**config.mk**
```make
export PLATFORM = sky130hd
export DESIGN_NAME = uart_xor_stream_top
export DESIGN_NICKNAME = d
export VERILOG_FILES = /design/src/rtl/uart_xor_stream_top.sv
export SDC_FILE = /design/constraint.sdc
export NUM_CORES = 1
export LEC_CHECK = 0
export ABC_AREA = 1
export ABC_CLOCK_PERIOD_IN_PS = 5950
export BUFFER_PORTS_ARGS = -buffer_cell sky130_fd_sc_hd__buf_2
export CAP_MARGIN = 10
export CORE_MARGIN = 2
export CORE_UTILIZATION = 35
export CTS_CLUSTER_DIAMETER = 150
export DETAILED_ROUTE_END_ITERATION = 12
export MAX_ROUTING_LAYER = met4
export SLEW_MARGIN = 20
export SYNTH_ARGS = -nofsm -noshare
export SYNTH_HDL_FRONTEND = slang
export SYNTH_HIERARCHICAL = 1
export SYNTH_SLANG_ARGS = --single-unit
```
**constraint.sdc**
```tcl
create_clock -name i_clk -period 5.95 [get_ports i_clk]
set_clock_uncertainty 0.05 [all_clocks]
set_input_delay 1.19 -clock i_clk [delete_from_list [all_inputs] [get_ports i_clk]]
set_output_delay 1.19 -clock i_clk [all_outputs]
set_load 0.05 [all_outputs]
```
**src/rtl/uart_xor_stream_top.sv**
```systemverilog
// uart_xor_stream_top: UART byte scrambler with a command parser.
// Each received data byte is XORed with a rolling KEY_BYTES-wide key and
// queued in a TX FIFO. Command bytes load a new key (CMD_SET_KEY + KEY_BYTES
// bytes), escape the next byte as data (CMD_ESC), or rewind the key index
// (CMD_IDX_RST).
// Ports:
//   i_clk, i_rst_n   clock, asynchronous active-low reset
//   i_uart_rxd       UART receive line
//   o_uart_txd       UART transmit line (idle high)
//   i_uart_cts_n     clear-to-send, active-low; high holds off new TX bytes
//   o_key_loading    high while the parser collects key bytes
//   o_overflow       sticky: a data byte was dropped on a full FIFO
//   o_fifo_count     current FIFO occupancy
//   o_dbg_state      parser state (S_OP / S_ESC / S_KEY)
// Also contains the uart_rx and uart_tx cores it instantiates.

module uart_rx #(
  parameter int CLKS_PER_BIT = 16
) (
  input  logic       i_clk,
  input  logic       i_rst_n,
  input  logic       i_rxd,
  output logic       o_rx_done,
  output logic [7:0] o_rx_data
);
  localparam int CW = $clog2(CLKS_PER_BIT) + 1;
  localparam logic [CW-1:0] CNT_LAST = CW'(CLKS_PER_BIT - 1);
  localparam logic [CW-1:0] CNT_HALF = CW'(CLKS_PER_BIT / 2 - 1);
  localparam logic [1:0] R_IDLE = 2'd0, R_START = 2'd1, R_DATA = 2'd2, R_STOP = 2'd3;

  logic          meta_q, sync_q, done_q;
  logic [1:0]    state_q;
  logic [CW-1:0] cnt_q;
  logic [2:0]    bit_q;
  logic [7:0]    shift_q;

  always_ff @(posedge i_clk or negedge i_rst_n) begin
    if (!i_rst_n) begin
      meta_q  <= 1'b1;
      sync_q  <= 1'b1;
      done_q  <= 1'b0;
      state_q <= R_IDLE;
      cnt_q   <= '0;
      bit_q   <= '0;
      shift_q <= '0;
    end else begin
      meta_q <= i_rxd;
      sync_q <= meta_q;
      done_q <= 1'b0;
      case (state_q)
        R_IDLE: if (!sync_q) begin
          state_q <= R_START;
          cnt_q   <= '0;
        end
        // Re-check the start bit at its centre to reject glitches.
        R_START: if (cnt_q == CNT_HALF) begin
          state_q <= sync_q ? R_IDLE : R_DATA;
          cnt_q   <= '0;
          bit_q   <= '0;
        end else cnt_q <= cnt_q + 1'b1;
        R_DATA: if (cnt_q == CNT_LAST) begin
          cnt_q   <= '0;
          shift_q <= {sync_q, shift_q[7:1]};
          if (bit_q == 3'd7) state_q <= R_STOP;
          else bit_q <= bit_q + 1'b1;
        end else cnt_q <= cnt_q + 1'b1;
        default: if (cnt_q == CNT_LAST) begin
          state_q <= R_IDLE;
          done_q  <= sync_q;  // framing error: byte silently dropped
        end else cnt_q <= cnt_q + 1'b1;
      endcase
    end
  end

  assign o_rx_done = done_q;
  assign o_rx_data = shift_q;
endmodule

module uart_tx #(
  parameter int CLKS_PER_BIT = 16
) (
  input  logic       i_clk,
  input  logic       i_rst_n,
  input  logic       i_tx_start,
  input  logic [7:0] i_tx_data,
  output logic       o_txd,
  output logic       o_tx_busy
);
  localparam int CW = $clog2(CLKS_PER_BIT) + 1;
  localparam logic [CW-1:0] CNT_LAST = CW'(CLKS_PER_BIT - 1);

  logic          busy_q, txd_q;
  logic [CW-1:0] cnt_q;
  logic [3:0]    bit_q;
  logic [8:0]    shift_q;  // data bits then the stop bit, LSB first

  always_ff @(posedge i_clk or negedge i_rst_n) begin
    if (!i_rst_n) begin
      busy_q  <= 1'b0;
      txd_q   <= 1'b1;
      cnt_q   <= '0;
      bit_q   <= '0;
      shift_q <= '1;
    end else if (!busy_q) begin
      if (i_tx_start) begin
        busy_q  <= 1'b1;
        txd_q   <= 1'b0;
        cnt_q   <= '0;
        bit_q   <= '0;
        shift_q <= {1'b1, i_tx_data};
      end
    end else if (cnt_q == CNT_LAST) begin
      cnt_q <= '0;
      if (bit_q == 4'd9) begin
        busy_q <= 1'b0;
        txd_q  <= 1'b1;
      end else begin
        txd_q   <= shift_q[0];
        shift_q <= {1'b1, shift_q[8:1]};
        bit_q   <= bit_q + 1'b1;
      end
    end else cnt_q <= cnt_q + 1'b1;
  end

  assign o_txd     = txd_q;
  assign o_tx_busy = busy_q;
endmodule

module uart_xor_stream_top #(
  parameter int                     CLOCK_FREQ  = 50_000_000,
  parameter int                     BAUD_RATE   = 9600,
  parameter int                     KEY_BYTES   = 4,
  parameter int                     FIFO_DEPTH  = 16,
  parameter logic [7:0]             CMD_SET_KEY = 8'hFF,
  parameter logic [7:0]             CMD_ESC     = 8'hFE,
  parameter logic [7:0]             CMD_IDX_RST = 8'hFD,
  parameter logic [8*KEY_BYTES-1:0] KEY_INIT    = {KEY_BYTES{8'hA5}}
) (
  input  logic                          i_clk,
  input  logic                          i_rst_n,
  input  logic                          i_uart_rxd,
  output logic                          o_uart_txd,
  input  logic                          i_uart_cts_n,
  output logic                          o_key_loading,
  output logic                          o_overflow,
  output logic [$clog2(FIFO_DEPTH):0]   o_fifo_count,
  output logic [1:0]                    o_dbg_state
);
  localparam int KW = (KEY_BYTES > 1) ? $clog2(KEY_BYTES) : 1;
  localparam int PW = $clog2(FIFO_DEPTH);
  localparam int CW = PW + 1;
  localparam logic [KW-1:0] IDX_LAST  = KW'(KEY_BYTES - 1);
  localparam logic [CW-1:0] FIFO_FULL = CW'(FIFO_DEPTH);
  localparam logic [1:0] S_OP = 2'd0, S_ESC = 2'd1, S_KEY = 2'd2;

  logic                   rx_done, tx_busy, tx_start, do_push, do_pop;
  logic [7:0]             rx_data, tx_data, key_byte;
  logic [1:0]             state_q, state_d;
  logic [8*KEY_BYTES-1:0] key_q, key_d, shadow_q, shadow_d;
  logic [KW-1:0]          idx_q, idx_d, idx_adv, kcnt_q, kcnt_d;
  logic                   push_req_q, push_req_d;
  logic [7:0]             push_byte_q, push_byte_d;
  logic [PW-1:0]          wr_ptr_q, rd_ptr_q;
  logic [CW-1:0]          count_q, count_d;
  logic                   overflow_q, tx_start_q;
  logic [7:0]             mem_q [FIFO_DEPTH];

  uart_rx #(.CLKS_PER_BIT(CLOCK_FREQ / BAUD_RATE)) u_rx (
    .i_clk(i_clk), .i_rst_n(i_rst_n), .i_rxd(i_uart_rxd),
    .o_rx_done(rx_done), .o_rx_data(rx_data)
  );

  uart_tx #(.CLKS_PER_BIT(CLOCK_FREQ / BAUD_RATE)) u_tx (
    .i_clk(i_clk), .i_rst_n(i_rst_n), .i_tx_start(tx_start), .i_tx_data(tx_data),
    .o_txd(o_uart_txd), .o_tx_busy(tx_busy)
  );

  assign key_byte = key_q[{idx_q, 3'b000} +: 8];
  assign idx_adv  = (idx_q == IDX_LAST) ? '0 : idx_q + 1'b1;

  // Byte parser: acts only on rx_done. Data bytes are registered into
  // push_req_q/push_byte_q and written to the FIFO on the following cycle.
  always_comb begin
    state_d     = state_q;
    key_d       = key_q;
    shadow_d    = shadow_q;
    idx_d       = idx_q;
    kcnt_d      = kcnt_q;
    push_req_d  = 1'b0;
    push_byte_d = push_byte_q;
    if (rx_done) begin
      case (state_q)
        S_OP: begin
          if (rx_data == CMD_SET_KEY) begin
            state_d = S_KEY;
            kcnt_d  = '0;
          end else if (rx_data == CMD_ESC) begin
            state_d = S_ESC;
          end else if (rx_data == CMD_IDX_RST) begin
            idx_d = '0;
          end else begin
            push_req_d  = 1'b1;
            push_byte_d = rx_data ^ key_byte;
            idx_d       = idx_adv;
          end
        end
        S_ESC: begin
          push_req_d  = 1'b1;
          push_byte_d = rx_data ^ key_byte;
          idx_d       = idx_adv;
          state_d     = S_OP;
        end
        S_KEY: begin
          // Collect into the shadow; the active key swaps in one cycle on
          // the last byte so a partial load never affects the keystream.
          shadow_d[{kcnt_q, 3'b000} +: 8] = rx_data;
          if (kcnt_q == IDX_LAST) begin
            key_d   = shadow_d;
            idx_d   = '0;
            kcnt_d  = '0;
            state_d = S_OP;
          end else begin
            kcnt_d = kcnt_q + 1'b1;
          end
        end
        default: state_d = S_OP;
      endcase
    end
  end

  // TX handshake: tx_start is a one-cycle request accepted by uart_tx only
  // while tx_busy is low; tx_busy rises the cycle after tx_start, so a start
  // is never issued two cycles in a row. The FIFO head pops with the start.
  assign tx_start = (count_q != '0) && !tx_busy && !i_uart_cts_n && !tx_start_q;
  assign do_pop   = tx_start;
  // A same-cycle pop frees a slot, so a full FIFO still accepts the push.
  assign do_push  = push_req_q && ((count_q != FIFO_FULL) || do_pop);
  assign tx_data  = mem_q[rd_ptr_q];

  always_comb begin
    count_d = count_q;
    if (do_push && !do_pop) count_d = count_q + 1'b1;
    else if (!do_push && do_pop) count_d = count_q - 1'b1;
  end

  always_ff @(posedge i_clk or negedge i_rst_n) begin
    if (!i_rst_n) begin
      state_q     <= S_OP;
      key_q       <= KEY_INIT;
      shadow_q    <= '0;
      idx_q       <= '0;
      kcnt_q      <= '0;
      push_req_q  <= 1'b0;
      push_byte_q <= '0;
      wr_ptr_q    <= '0;
      rd_ptr_q    <= '0;
      count_q     <= '0;
      overflow_q  <= 1'b0;
      tx_start_q  <= 1'b0;
    end else begin
      state_q     <= state_d;
      key_q       <= key_d;
      shadow_q    <= shadow_d;
      idx_q       <= idx_d;
      kcnt_q      <= kcnt_d;
      push_req_q  <= push_req_d;
      push_byte_q <= push_byte_d;
      count_q     <= count_d;
      tx_start_q  <= tx_start;
      if (do_push) wr_ptr_q <= wr_ptr_q + 1'b1;
      if (do_pop)  rd_ptr_q <= rd_ptr_q + 1'b1;
      if (push_req_q && !do_push) overflow_q <= 1'b1;
    end
  end

  // Storage needs no reset: occupancy is defined by the pointers alone.
  always_ff @(posedge i_clk) begin
    if (do_push) mem_q[wr_ptr_q] <= push_byte_q;
  end

  assign o_key_loading = (state_q == S_KEY);
  assign o_overflow    = overflow_q;
  assign o_fifo_count  = count_q;
  assign o_dbg_state   = state_q;
endmodule

```
Word-level counts from Yosys, hierarchy flattened
Memory sizes are Yosys's and may differ from the RTL's.
Cells that the tools add are included.
- eq/ne operators: 29
- bitwise logic cells: 1
- shift operators: 3
- multiplexer cells: 63
- reduce and logical (&&, ||, !) cells: 36
- add/subtract/negate cells: 11
- operators with widths (kind ; number):
    $mux W14 ; 7
    $pmux W14 S3 ; 1
    $mux W9 ; 4
    $bwmux W32 ; 1
    $shift A8 B7 Y32 const A ; 1
    $shiftx A32 B6 Y8 ; 1
    $shiftx A8 B7 Y32 ; 1
    $mux W2 ; 15
    $add A14 B1 Y14 const B ; 2
    $eq A14 B13 Y1 const B ; 2
    $eq A8 B8 Y1 const B ; 3
    $mux W8 ; 3
    $mux W1 ; 16
    $mux W4 ; 4
    $ne A2 B2 Y1 const B ; 8
    $pmux W8 S2 ; 1
    $reduce_and A5 Y1 ; 3
    $eq A14 B12 Y1 const B ; 1
    $add A4 B1 Y4 const B ; 3
    $pmux W2 S3 ; 2
    $reduce_and A3 Y1 ; 4
    $mux W5 ; 2
    $reduce_bool A2 Y1 ; 5
    $mux W3 ; 3
    26 further kinds ; 50
- output and inout port bits: 10
- flip-flop bits (word level): 153
- memories: 1
- bits of input ports: 4
- bits in writable memories: 128
- logic and storage cells: 168
- memories (memory ; words ; bits a word ; rd ports ; clocked after memory_dff ; wr ports ; line ; text):
    mem_q ; 16 ; 8 ; 1 ; 0 ; 1 ; 166 ; logic [7:0] mem_q [FIFO_DEPTH];

Depth between registers and ports, before layout
- depth after elaboration: 10
- gate-level depth with buffers: 14
- gate-level depth less buffers: 14

By module
Netlist, hierarchy kept.
- modules (own cells, without submodules) (module ; cells an instance ; seq. area each (sq um) ; instances ; area an instance (sq um)):
    uart_xor_stream_top ; 1061 ; 6216.0 ; 1 ; 10233.6
    uart_rx ; 254 ; 753.2 ; 1 ; 1808.0
    uart_tx ; 216 ; 711.9 ; 1 ; 1659.1

Least setup slack after synthesis
Ideal clock, no wire load.
- kind: input to register
- start: input i_uart_cts_n
- end: register count_q[4], in the netlist o_fifo_count[4]
- data arrival time: 2848 ps
- path buffers: 0
- required time: 5777 ps
- setup time: 123 ps
- cell stages on the path: 13
- slack: 2929 ps
- path through: nor3_1 nor2_1 nor2_4 ha_1 inv_1 fa_1 nand2_1 nand2_1 nand2_1 nand2_1 and2_1 o21ai_0 nand2_1
- word-level cells in the longest chain between the ends: 8
- elaborated cells between the ends (all ways): 11
- classes of those cells: 1 x mux; 10 x reduce/logical
- ends and longest elaborated chain (what ; line ; text):
    start, declared ; 143 ; input logic i_uart_cts_n,
    $logic_not A1 Y1 (*) ; 234 ; assign tx_start = (count_q != '0) && !tx_busy && !i_uart_cts_n && !tx_start_q;
    $logic_and A1 B1 Y1 (*) (2 in a row) ; 234 ;
    $logic_or A1 B1 Y1 (*) ; 237 ; assign do_push = push_req_q && ((count_q != FIFO_FULL) || do_pop);
    $logic_and A1 B1 Y1 (*) ; 237 ;
    named net do_push ; 156 ; logic rx_done, tx_busy, tx_start, do_push, do_pop;
    $logic_not A1 Y1 ; 243 ; else if (!do_push && do_pop) count_d = count_q - 1'b1;
    $logic_and A1 B1 Y1 ; 243 ;
    $reduce_bool A2 Y1 (no source line) ; -- ;
    end signal, assigned ; 268 ; count_q <= count_d;
    end, declared ; 164 ; logic [CW-1:0] count_q, count_d;
The timed path passes the listed nets; every way through them passes the cells marked *.
A chain may end at the register's enable or synchronous reset.

Worst setup path in the final report
- start: register state_q[0], in the netlist o_dbg_state[0]
- end: output o_key_loading
- word-level cells in the longest chain between the ends: 1
- ends and longest elaborated chain (what ; line ; text):
    start, declared ; 158 ; logic [1:0] state_q, state_d;
    start signal, assigned ; 261 ; state_q <= state_d;
    $eq A2 B2 Y1 ; 281 ; assign o_key_loading = (state_q == S_KEY);
    end, declared ; 144 ; output logic o_key_loading,
Every way passes these cells.

==> results.yml <==
logic_synthesis:
  synthTopCellsByArea: "edfxtp_1 28%, dfrtp_1 23%, nand2_1 11%"
  synth_nets: 1562
  yosysSeqAreaShare: 0.561
  synth_seq_cells: 280
  post_synth.cell_area_avg_um2: 8.95
  async_reset_ff_frac: 0.543
  synth_edf_count: 128
  synth-xor-area-share: 0.00959
  synth-compound-area-share: 0.0831
  synth_top_cell_area_share: 0.281
  synth.area.mux_share: 0.00658
  synth_cell_type_count: 46
  netlist_area_mm2: 0.0137
  ys.flop_type: "edfxtp_1"
  netlist_instances: 1531
  ys_warn_count: 6
  synth_fa_ha_area_frac: 0.0252
  synth_top_cell_by_area: "edfxtp_1"
  synth-simple-area-share: 0.251
  synth_top_family_by_area: "simple AND/OR/NAND/NOR gates"
detailed_routing:
  ant_nets: 0
  dr.pass1.iters: 5
  wire_per_inst_um: 15.8
  drc_errors: 0
  via_per_inst: 5.03
  drt-initial-drc-count: 725
  routed_wl_um: 32700
  vias: 10371
place:
  post-dp-hpwl_um: 21000
  portBuffers: 13
  dpl_worst_slack_ns: 2.41
  gp_congestion: 0.855
worst_setup_path:
  crit_type: "flop to output pin"
  worstPathMaxFanout: 6
  arrival_ns: 1.75
  end_kind: "output pin"
  start_kind: "flop"
  ff2ff_setup_slack_ns: 2.97
  cp.required_ns: 4.71
min_path:
  worstHoldPathType: "flop to flop"
pwr:
  power_uw: 5520
  p_leak_uw: 0.00627
  swShare: 0.324
  p_sw_uw: 1790
  p_per_area_mw_per_mm2: 363
  max-vdd-ir-drop_mv: 0.250
  combPwrFrac: 0.219
  sequentialPowerShare: 0.418
  p_int_uw: 3730
  clock_power_share: 0.363
cts:
  cts.clk_slew.worst_paths_ns: 0.06
  htreeDepth: 1
  cts_made_buffers: 31
  post_cts_buffers: 0
  clk_latency_ns: 0.58
  clockRootBuffer: "clkbuf_16"
  cts_buffer_depth: 3
  postCtsHoldBufs: 0
  cts_resized: 0
  clock-sinks: 280
  cts_tree: "built"
timing:
  tns_ns: 0
  setup_ws_ns: 2.96
  setup_viol_count_final: 0
  tightest_slew_ns: 0.958
  rsz0062_at_grt: "no"
  min_period_ns: 2.99
  slew_violations: 0
  hold_viol: 0
  slew_headroom: 0.362
  finalCritPeriodShare: 0.503
  fmax_ghz: 0.334
finish:
  drive_above_1_share: 0.0952
  area_growth_pct: 10.9
  fillCellCount: 3805
  num_antenna_cells: 0
  final_common_cell: "nand2_1"
  layout.nets: 1550
  layout_common_cells: "404 x nand2_1, 157 x nor2_1, 142 x nand3_1"
job:
  cap_viol_max_count: 0
global_route:
  grt_usage: 0.166
  grt_pass1_vias: 9901
  antenna_found_initial: 0
  grt_max_degree: 104
  grt_pass1_wl_um: 53500
  overflow: 0
floorplanning:
  coreArea_mm2: 0.0386
  fp.dieH_um: 202
  die_area_mm2: 0.0407
  start_util: 0.355
  rows: 72
  ios: 14
  die_width_um: 202
status:
  status: "finished, final reports clean"
[metal layers]
layer / global-route usage / wire length, um
met5: - / 0
met2: 0.257 / 15100
met3: 0.0239 / 1740
met4: 0.0402 / 592
met1: 0.232 / 15300
[path summary, 6_finish.rpt]
check                                           start                          end  cells past startpoint
hold / removal                  u_rx/meta_q$_DFF_PN1_        u_rx/sync_q$_DFF_PN1_                      0
setup reg to reg              rd_ptr_q[0]$_DFFE_PN0P_  u_tx/shift_q[7]$_DFFE_PN1P_                     12
setup / recovery           o_dbg_state[0]$_DFFE_PN0P_                o_key_loading                      3
max in group asynchronous                     i_rst_n    u_tx/bit_q[2]$_DFFE_PN0P_                      2
min in group asynchronous                     i_rst_n     shadow_q[18]$_DFFE_PN0P_                      1
hold reg to reg                 u_rx/meta_q$_DFF_PN1_        u_rx/sync_q$_DFF_PN1_                      0
[Yosys cell counts, drive strengths merged, types with 13 or more instances]
library cell and number:
nand2 411, xor2 13, nor2 171, o21ai 148
ha 26, nand3 145, buf 39, nand4 51
dfstp 27, o211ai 23, o22ai 22, inv 139
edfxtp 128, dfrtp 125, clkbuf 24
[worst max-delay path, stage by stage, from the launching register on]
cell and delay [ns]:
dfrtp_1 0.41, inv_1 0.11, ha_1 0.32, buf_2 0.33
[cell type report]
cell class / instances / area [um^2] / area share
Sequential cell: 280 / 7680 / 0.506
Multi-Input combinational cell: 1047 / 5140 / 0.339
Clock buffer: 42 / 877 / 0.0577
Tap cell: 518 / 648 / 0.0427
Inverter: 141 / 529 / 0.0348
Clock inverter: 16 / 200 / 0.0132
Timing Repair Buffer: 18 / 109 / 0.00717
[metrics by stage]
stage,std cells,hold slack (ns),utilization,instance area [um^2]
5_1_grt,2062,0.314,0.393,15200
6_report,2062,0.307,0.393,15200
4_1_cts,2062,0.307,0.393,15200
2_1_floorplan,1531,0.295,-,13700
3_5_place_dp,2004,0.299,0.365,14100
3_3_place_gp,2004,0.298,0.365,14100
[registers in the layout (all words and copies together), names as in the netlist, 3 cells and up]
signal,cells
u_tx/cnt_q,14
wr_ptr_q,4
u_tx/shift_q,8
mem_q,128
u_tx/bit_q,4
u_rx/bit_q,3
u_rx/o_rx_data,8
shadow_q,32
key_q,32
push_byte_q,8
o_fifo_count,5
rd_ptr_q,4
u_rx/cnt_q,14
[cell families after synthesis]
logic type,after synthesis
AOI/OAI and AO/OA,207
xor gates and xnor gates,15
adders and majority gates,27
buffers and inverters,204
DFF,280
muxes,8
and+or+nand+nor,790
[power groups by stage]
stage          clock, uW  sequential, uW  combinational (uW)
2_1_floorplan          0            2340                 874
3_3_place_gp           0            2340                1180
3_5_place_dp           0            2340                1200
4_1_cts             2040            2300                1210
5_1_grt             2130            2320                1360
6_report            2000            2310                1210
No activity file was read; power rests on OpenSTA's default activity.
